[config.mk]
export PLATFORM = sky130hd
export DESIGN_NAME = dispatch_unit
export DESIGN_NICKNAME = d
export VERILOG_FILES = /design/src/rtl/dispatch_unit.sv
export SDC_FILE = /design/constraint.sdc
export NUM_CORES = 1
export LEC_CHECK = 0
export BUFFER_PORTS_ARGS = -buffer_cell sky130_fd_sc_hd__buf_2
export CORE_MARGIN = 2
export CORE_UTILIZATION = 35
export DETAILED_ROUTE_END_ITERATION = 16
export GPL_ROUTABILITY_DRIVEN = 0
export PLACE_DENSITY = 0.67
export SLEW_MARGIN = 20
export SYNTH_ARGS = -nofsm -noshare
export SYNTH_HDL_FRONTEND = slang
export SYNTH_SLANG_ARGS = --single-unit
[constraint.sdc]
create_clock -name clk -period 4.4 [get_ports clk]
set_input_delay 0.66 -clock clk [delete_from_list [all_inputs] [get_ports clk]]
set_output_delay 0.66 -clock clk [all_outputs]
set_load 0.01 [all_outputs]
[src/rtl/dispatch_unit.sv]
// dispatch_unit
//
// Takes one renamed micro-op per cycle from rename over a valid/ready
// handshake and parks it in a single hold register. From the hold register
// it builds a complete reservation-station cell:
//   - operand values from the physical register file,
//   - producer tags from the busy table plus an internal tag table,
//   - same-cycle forwarding from the common data bus (CDB).
// The cell goes to the lowest free reservation-station slot, and the ROB
// tail entry is allocated in the same cycle. The unit stalls while the ROB
// is full or no slot is free. A mispredicted branch flushes the held uop.
//
// Optional build macro: DISPATCH_STATS_EN adds three saturating 32-bit
// performance counters (stall_rob_cnt, stall_rs_cnt, dispatch_cnt).
//
// Ports:
//   clk, rst                  clock, synchronous active-high reset
//   in_valid / in_ready       handshake with rename
//   in_op, in_dest, in_src1, in_src2, in_src1_used, in_src2_used, in_imm
//                             renamed uop fields (in_dest == 0 means none)
//   busy_rd1/2_addr/_data     busy-table lookup for the held sources
//   phy_rf_rd1/2_addr/_data   register-file lookup for the held sources
//   busy_set_en/_addr         mark the destination busy on dispatch
//   rob_tail_ptr, rob_full    ROB allocation state
//   rob_incr_tail_ptr         allocate the ROB tail entry
//   res_st_free               per-slot free mask
//   res_st_wr_*               reservation-station cell write
//   res_st_retire_*           CDB broadcast (valid, ROB tag, value)
//   mispredicted_branch       flush
//   stall_rob_cnt, stall_rs_cnt, dispatch_cnt  (DISPATCH_STATS_EN only)

module dispatch_unit #(
  parameter int ROB_ADDR_W    = 2,
  parameter int PHY_RF_ADDR_W = 6,
  parameter int RES_ST_COUNT  = 4,
  parameter int RES_ST_ADDR_W = 2,
  parameter int DATA_W        = 32,
  parameter int OP_W          = 14
) (
  input  logic                     clk,
  input  logic                     rst,
  // rename side
  input  logic                     in_valid,
  output logic                     in_ready,
  input  logic [OP_W-1:0]          in_op,
  input  logic [PHY_RF_ADDR_W-1:0] in_dest,
  input  logic [PHY_RF_ADDR_W-1:0] in_src1,
  input  logic [PHY_RF_ADDR_W-1:0] in_src2,
  input  logic                     in_src1_used,
  input  logic                     in_src2_used,
  input  logic [DATA_W-1:0]        in_imm,
  // busy table
  output logic [PHY_RF_ADDR_W-1:0] busy_rd1_addr,
  output logic [PHY_RF_ADDR_W-1:0] busy_rd2_addr,
  input  logic                     busy_rd1_data,
  input  logic                     busy_rd2_data,
  output logic                     busy_set_en,
  output logic [PHY_RF_ADDR_W-1:0] busy_set_addr,
  // physical register file
  output logic [PHY_RF_ADDR_W-1:0] phy_rf_rd1_addr,
  output logic [PHY_RF_ADDR_W-1:0] phy_rf_rd2_addr,
  input  logic [DATA_W-1:0]        phy_rf_rd1_data,
  input  logic [DATA_W-1:0]        phy_rf_rd2_data,
  // ROB
  input  logic [ROB_ADDR_W-1:0]    rob_tail_ptr,
  input  logic                     rob_full,
  output logic                     rob_incr_tail_ptr,
  // reservation station
  input  logic [RES_ST_COUNT-1:0]  res_st_free,
  output logic                     res_st_wr_en,
  output logic [RES_ST_ADDR_W-1:0] res_st_wr_addr,
  output logic [ROB_ADDR_W-1:0]    res_st_wr_rob_addr,
  output logic [PHY_RF_ADDR_W-1:0] res_st_wr_dest,
  output logic [OP_W-1:0]          res_st_wr_op,
  output logic [ROB_ADDR_W:0]      res_st_wr_qj,
  output logic [ROB_ADDR_W:0]      res_st_wr_qk,
  output logic [DATA_W-1:0]        res_st_wr_vj,
  output logic [DATA_W-1:0]        res_st_wr_vk,
  output logic [DATA_W-1:0]        res_st_wr_a,
  // CDB
  input  logic                     res_st_retire_en,
  input  logic [ROB_ADDR_W-1:0]    res_st_retire_rob_addr,
  input  logic [DATA_W-1:0]        res_st_retire_value,
`ifdef DISPATCH_STATS_EN
  output logic [31:0]              stall_rob_cnt,
  output logic [31:0]              stall_rs_cnt,
  output logic [31:0]              dispatch_cnt,
`endif
  // flush
  input  logic                     mispredicted_branch
);

  localparam int TAG_W        = ROB_ADDR_W + 1;
  localparam int PHY_RF_COUNT = 1 << PHY_RF_ADDR_W;

  // ---------------------------------------------------------------------
  // Hold register
  // ---------------------------------------------------------------------
  logic                     hold_valid_q, hold_valid_d;
  logic [OP_W-1:0]          hold_op_q, hold_op_d;
  logic [PHY_RF_ADDR_W-1:0] hold_dest_q, hold_dest_d;
  logic [PHY_RF_ADDR_W-1:0] hold_src1_q, hold_src1_d;
  logic [PHY_RF_ADDR_W-1:0] hold_src2_q, hold_src2_d;
  logic                     hold_src1_used_q, hold_src1_used_d;
  logic                     hold_src2_used_q, hold_src2_used_d;
  logic [DATA_W-1:0]        hold_imm_q, hold_imm_d;

  logic dispatch;
  logic accept;

  // rst is folded in so nothing leaves the unit while reset is held, even
  // before the first reset edge has cleared the hold register.
  assign dispatch = !rst && hold_valid_q && !rob_full && (|res_st_free)
                    && !mispredicted_branch;
  assign in_ready = !rst && !mispredicted_branch && (!hold_valid_q || dispatch);
  assign accept   = in_valid && in_ready;

  always_comb begin
    hold_valid_d     = hold_valid_q;
    hold_op_d        = hold_op_q;
    hold_dest_d      = hold_dest_q;
    hold_src1_d      = hold_src1_q;
    hold_src2_d      = hold_src2_q;
    hold_src1_used_d = hold_src1_used_q;
    hold_src2_used_d = hold_src2_used_q;
    hold_imm_d       = hold_imm_q;
    if (accept) begin
      // Covers the dispatch-and-accept case: the new uop replaces the one
      // leaving at this edge.
      hold_valid_d     = 1'b1;
      hold_op_d        = in_op;
      hold_dest_d      = in_dest;
      hold_src1_d      = in_src1;
      hold_src2_d      = in_src2;
      hold_src1_used_d = in_src1_used;
      hold_src2_used_d = in_src2_used;
      hold_imm_d       = in_imm;
    end else if (dispatch || mispredicted_branch) begin
      hold_valid_d = 1'b0;
    end
  end

  always_ff @(posedge clk) begin
    if (rst) begin
      hold_valid_q     <= 1'b0;
      hold_op_q        <= '0;
      hold_dest_q      <= '0;
      hold_src1_q      <= '0;
      hold_src2_q      <= '0;
      hold_src1_used_q <= 1'b0;
      hold_src2_used_q <= 1'b0;
      hold_imm_q       <= '0;
    end else begin
      hold_valid_q     <= hold_valid_d;
      hold_op_q        <= hold_op_d;
      hold_dest_q      <= hold_dest_d;
      hold_src1_q      <= hold_src1_d;
      hold_src2_q      <= hold_src2_d;
      hold_src1_used_q <= hold_src1_used_d;
      hold_src2_used_q <= hold_src2_used_d;
      hold_imm_q       <= hold_imm_d;
    end
  end

  // ---------------------------------------------------------------------
  // Tag table: ROB entry of the most recent producer of each phys reg.
  // Read combinationally every cycle so a stalled uop keeps re-looking up.
  // ---------------------------------------------------------------------
  logic [ROB_ADDR_W-1:0] tag_q [PHY_RF_COUNT];

  for (genvar gi = 0; gi < PHY_RF_COUNT; gi++) begin : g_tag
    always_ff @(posedge clk) begin
      if (rst) begin
        tag_q[gi] <= '0;
      end else if (dispatch && (hold_dest_q == PHY_RF_ADDR_W'(gi))
                   && (hold_dest_q != '0)) begin
        tag_q[gi] <= rob_tail_ptr;
      end
    end
  end

  // ---------------------------------------------------------------------
  // Operand resolution (index 0 -> j/src1, index 1 -> k/src2)
  // ---------------------------------------------------------------------
  logic [PHY_RF_ADDR_W-1:0] src_addr [2];
  logic                     src_used [2];
  logic                     src_busy [2];
  logic [DATA_W-1:0]        src_rf   [2];

  assign src_addr[0] = hold_src1_q;
  assign src_addr[1] = hold_src2_q;
  assign src_used[0] = hold_src1_used_q;
  assign src_used[1] = hold_src2_used_q;
  assign src_busy[0] = busy_rd1_data;
  assign src_busy[1] = busy_rd2_data;
  assign src_rf[0]   = phy_rf_rd1_data;
  assign src_rf[1]   = phy_rf_rd2_data;

  for (genvar gi = 0; gi < 2; gi++) begin : g_opnd
    logic [ROB_ADDR_W-1:0] prod_tag;
    logic [TAG_W-1:0]      opnd_q;
    logic [DATA_W-1:0]     opnd_v;

    assign prod_tag = tag_q[src_addr[gi]];

    // Tags are stored off-by-one in the cell so that q == 0 means "ready".
    always_comb begin
      opnd_q = '0;
      opnd_v = '0;
      if (src_used[gi] && (src_addr[gi] != '0)) begin
        if (!src_busy[gi]) begin
          opnd_v = src_rf[gi];
        end else if (res_st_retire_en && (res_st_retire_rob_addr == prod_tag)) begin
          opnd_v = res_st_retire_value;
        end else begin
          opnd_q = TAG_W'(prod_tag) + TAG_W'(1);
        end
      end
    end
  end

  assign busy_rd1_addr   = hold_src1_q;
  assign busy_rd2_addr   = hold_src2_q;
  assign phy_rf_rd1_addr = hold_src1_q;
  assign phy_rf_rd2_addr = hold_src2_q;

  // ---------------------------------------------------------------------
  // Lowest free slot
  // ---------------------------------------------------------------------
  logic [RES_ST_ADDR_W-1:0] slot_sel;

  always_comb begin
    slot_sel = '0;
    for (int i = RES_ST_COUNT - 1; i >= 0; i--) begin
      if (res_st_free[i]) slot_sel = RES_ST_ADDR_W'(i);
    end
  end

  // ---------------------------------------------------------------------
  // Cell write; every field is zero unless a dispatch happens this cycle.
  // ---------------------------------------------------------------------
  always_comb begin
    res_st_wr_en       = 1'b0;
    rob_incr_tail_ptr  = 1'b0;
    busy_set_en        = 1'b0;
    busy_set_addr      = '0;
    res_st_wr_addr     = '0;
    res_st_wr_rob_addr = '0;
    res_st_wr_dest     = '0;
    res_st_wr_op       = '0;
    res_st_wr_qj       = '0;
    res_st_wr_qk       = '0;
    res_st_wr_vj       = '0;
    res_st_wr_vk       = '0;
    res_st_wr_a        = '0;
    if (dispatch) begin
      res_st_wr_en       = 1'b1;
      rob_incr_tail_ptr  = 1'b1;
      busy_set_en        = (hold_dest_q != '0);
      busy_set_addr      = hold_dest_q;
      res_st_wr_addr     = slot_sel;
      res_st_wr_rob_addr = rob_tail_ptr;
      res_st_wr_dest     = hold_dest_q;
      res_st_wr_op       = hold_op_q;
      res_st_wr_qj       = g_opnd[0].opnd_q;
      res_st_wr_qk       = g_opnd[1].opnd_q;
      res_st_wr_vj       = g_opnd[0].opnd_v;
      res_st_wr_vk       = g_opnd[1].opnd_v;
      res_st_wr_a        = hold_imm_q;
    end
  end

`ifdef DISPATCH_STATS_EN
  // ---------------------------------------------------------------------
  // Saturating performance counters
  // ---------------------------------------------------------------------
  logic [31:0] stall_rob_cnt_q, stall_rs_cnt_q, dispatch_cnt_q;

  always_ff @(posedge clk) begin
    if (rst) begin
      stall_rob_cnt_q <= '0;
      stall_rs_cnt_q  <= '0;
      dispatch_cnt_q  <= '0;
    end else begin
      if (hold_valid_q && rob_full && (stall_rob_cnt_q != '1))
        stall_rob_cnt_q <= stall_rob_cnt_q + 32'd1;
      if (hold_valid_q && !rob_full && (res_st_free == '0) && (stall_rs_cnt_q != '1))
        stall_rs_cnt_q <= stall_rs_cnt_q + 32'd1;
      if (dispatch && (dispatch_cnt_q != '1))
        dispatch_cnt_q <= dispatch_cnt_q + 32'd1;
    end
  end

  assign stall_rob_cnt = stall_rob_cnt_q;
  assign stall_rs_cnt  = stall_rs_cnt_q;
  assign dispatch_cnt  = dispatch_cnt_q;
`endif

endmodule

==> qor.csv <==
metric,value,unit
outcome,"finished, final reports clean",
rsz0062_at_grt,yes,
start_kind,flop,
final-seq-area,5440,µm²
netlist_instances,1205,
r2r-end,tag_q[23][1],
synth_edf_count,128,
post_dp_cell_area,13600,µm²
ys_types,53,
drtIter0Drc,939,
hold_class,primary input to flop,
dp.cells,1893,
p_per_area,327,nW/µm²
cpMaxStageDelayCell,mux4_2,
holdPathStages,3,
yosysWarningCount,0,
critPathMaxFanout,18,
clockRootBuffer,clkbuf_16,
area_growth,24.7,%
worst_ep_arrival_time,3.66,ns
crit_buf_inv,4,
seq_area_frac_synth,46.5,%
cpMostUsedCell,buf_4,
fmax,232,MHz
start_util,35.7,%
htree_levels,1,
worstMarginPinSlew,1.13,ns
min_to,hold_imm_q[19],
setup_violations,0,
clockBufferDepth,3,
synthArstFlopShare,0,%
p_clk_share,44.4,%
pwr-share-seq,46.0,%
viasPerCell,5.47,
irDropWorstVdd,258,µV
cts_tree,built,
crit-reg2reg-launch,hold_dest_q[4],
pwr-share-comb,9.6,%
required,3.74,ns
grt_max_degree,79,
cap_violations,0,
die_height,187,µm
cp_cell_sequence,"buf_4, mux4_2, mux2i_1, o221ai_1, a32oi_1, buf_4, mux2i_4, buf_4, o31ai_2, buf_2",
sw_frac_of_total,23.9,%
rr_worst_depth,3,
detail_route.first_pass.iterations,5,
rows,66,
drc,0,
crit_type,flop to output pin,
leakagePower,0.00593,µW
max_stage_delay,0.55,ns
nNetsFinal,1657,
die-area,34800,µm²
ys.flop_type,edfxtp_1,
stdcell_count,1939,
post-route-period-util,98.2,%
grt.total_usage,22.3,%
multi_input_area,5720,µm²
reg2reg_slack,2.28,ns
numCtsBuffers,24,
clock-sinks,207,
slew_headroom,24.3,%
drv_slew,0,
min_period,4.32,ns
antenna_found_initial,5,
hold_viol,0,
vias,10610,
wl_per_cell,20.6,µm
clk_latency,0.52,ns
io_pins,338,
synth_area,11700,µm²
critical_path.endpoint_type,output pin,
synth.avg_cell_area,9.68,µm²
min-delay-start,in_imm[19],
path_delay_family,buffers and inverters,
core,32700,µm²
dpl.hpwl,29.7,mm
ant_nets,0,
grt_pass1_wl,60.3,mm
grt_pass1_vias,10289,
clk_pin_slew,0.06,ns
fin_skew,0.0132,ns
drive_gt1_share,32.6,%
wl,40.0,mm
ys_seq_elements,207,
p_int,3620,µW
die_x,187,µm
fill_cells,3149,
grt_overflow,0,
p_switching,1140,µW
port-buffer-count,337,
final_cell_area,14500,µm²
==> routing by layer <==
layer | GRT usage, % | part of all wire, %
met2 | 38.5 | 49
met3 | 4.21 | 9.9
met4 | 8.58 | 4.2
met1 | 27.5 | 37
met5 | 0 | 0
==> power groups by stage <==
stage               Combinational (µW)  Clock (µW)  Sequential (µW)
floorplan                          279           0             2180
global placement                   441           0             2220
detailed placement                 446           0             2230
CTS                                450        2140             2190
global route                       497        2220             2190
finish                             459        2110             2190
==> worst max-delay path by stage <==
stage | start | depth (start not counted) | endpoint
6_report | flop | 10 | res_st_wr_vk[12]
5_1_grt | flop | 10 | res_st_wr_vk[11]
4_1_cts | flop | 9 | res_st_wr_vj[6]
3_5_place_dp | flop | 10 | res_st_wr_vk[14]
3_3_place_gp | flop | 10 | res_st_wr_vk[12]
2_1_floorplan | flop | 10 | res_st_wr_vk[0]
==> cells in the mapped netlist, types with 3 or more instances <==
master,count,area [µm²]
nor2b_1,8,50.1
nor4_1,5,31.3
dfxtp_1,79,1580
o211ai_1,3,22.5
a21oi_1,70,350
o211a_1,5,50.1
a311oi_1,3,26.3
mux2_2,4,45.0
nand3_1,10,50.1
mux2i_1,48,480
edfxtp_1,128,3840
a211oi_1,5,37.5
inv_1,12,45.0
buf_4,23,173
a22oi_1,10,75.1
buf_6,4,45.0
nor3_1,9,45.0
and3_1,3,18.8
a21o_1,61,458
a22o_1,31,272
a31oi_1,3,18.8
o221ai_1,3,26.3
mux4_2,46,1040
nand2b_1,10,62.6
buf_2,13,65.1
and2_1,60,375
nand2_1,251,942
o31ai_1,34,255
buf_1,4,15.0
clkbuf_1,78,293
nor2_1,152,571
==> cell families after synthesis <==
group,share of synthesized area (%)
other,0.0322
XOR/XNOR,0.150
adder cells (fa/ha/maj),0.215
AND/OR/NAND/NOR,19.0
multiplexers,13.8
buffers and inverters,5.45
AO/OA/AOI/OAI,14.8
flip-flops,46.5
==> registers in the layout (all words and copies together) (netlist names), named ones only <==
name / cells
tag_q: 128
hold_src2_used_q: 1
hold_valid_q: 1
hold_op_q: 14
busy_rd1_addr: 6
hold_src1_used_q: 1
hold_dest_q: 6
busy_rd2_addr: 6
hold_imm_q: 32
==> repair_timing <==
item | in CTS | in global routing
pin swaps | 0 | 0
buffers inserted | 0 | 0
endpoints found under the hold margin | 0 | 0
resized for setup | 6 | 13
hold buffers | 0 | 0
gates cloned | 0 | 0
endpoints found under the setup margin | 58 | 47
==> area by class of cell <==
| cell class | instances | area share, % |
|---|---|---|
| Antenna cell | 2 | 0.0344 |
| Clock buffer | 31 | 4.53 |
| Clock inverter | 13 | 1.30 |
| Inverter | 12 | 0.310 |
| Multi-Input combinational cell | 865 | 39.3 |
| Sequential cell | 207 | 37.4 |
| Tap cell | 442 | 3.80 |
| Timing Repair Buffer | 367 | 13.3 |
==> worst register-to-register path: cells and delay by family (launching register included) <==
family / cells / cell delay [ns]
AOI/OAI and AO/OA: 1 / 0.29
DFF: 1 / 0.50
and+or+nand+nor: 2 / 1.03
==> cells in the final DEF (no fill, tap or decap), drive strengths merged, types with 4 or more instances in the layout <==
master / count
a21oi: 70
clkbuf: 31
inv: 14
nand2: 251
o211a: 5
mux4: 48
nand3: 10
nor3: 9
a211oi: 6
buf: 367
and2: 60
dfxtp: 79
nor2: 152
nor2b: 8
a21o: 61
bufinv: 4
a22oi: 10
mux2i: 48
nor4: 5
mux2: 4
edfxtp: 128
nand2b: 10
a22o: 31
o31ai: 34
clkinv: 4
==> per-stage QoR <==
step | total power, µW | TNS (ns) | hold slack, ns | setup slack, ns | utilization (%)
detailed placement | 2670 | 0 | 0.442 | 0.277 | 41.6
finish | 4760 | 0 | 0.370 | 0.0805 | 44.5
global route | 4910 | -0.0149 | 0.361 | -0.00757 | 44.5
floorplan | 2460 | 0 | 0.432 | 1.00 | -
global placement | 2670 | 0 | 0.438 | 0.310 | 41.6
CTS | 4770 | 0 | 0.353 | 0.0199 | 44.3
Note: power is estimated with default switching activity, not from simulation.
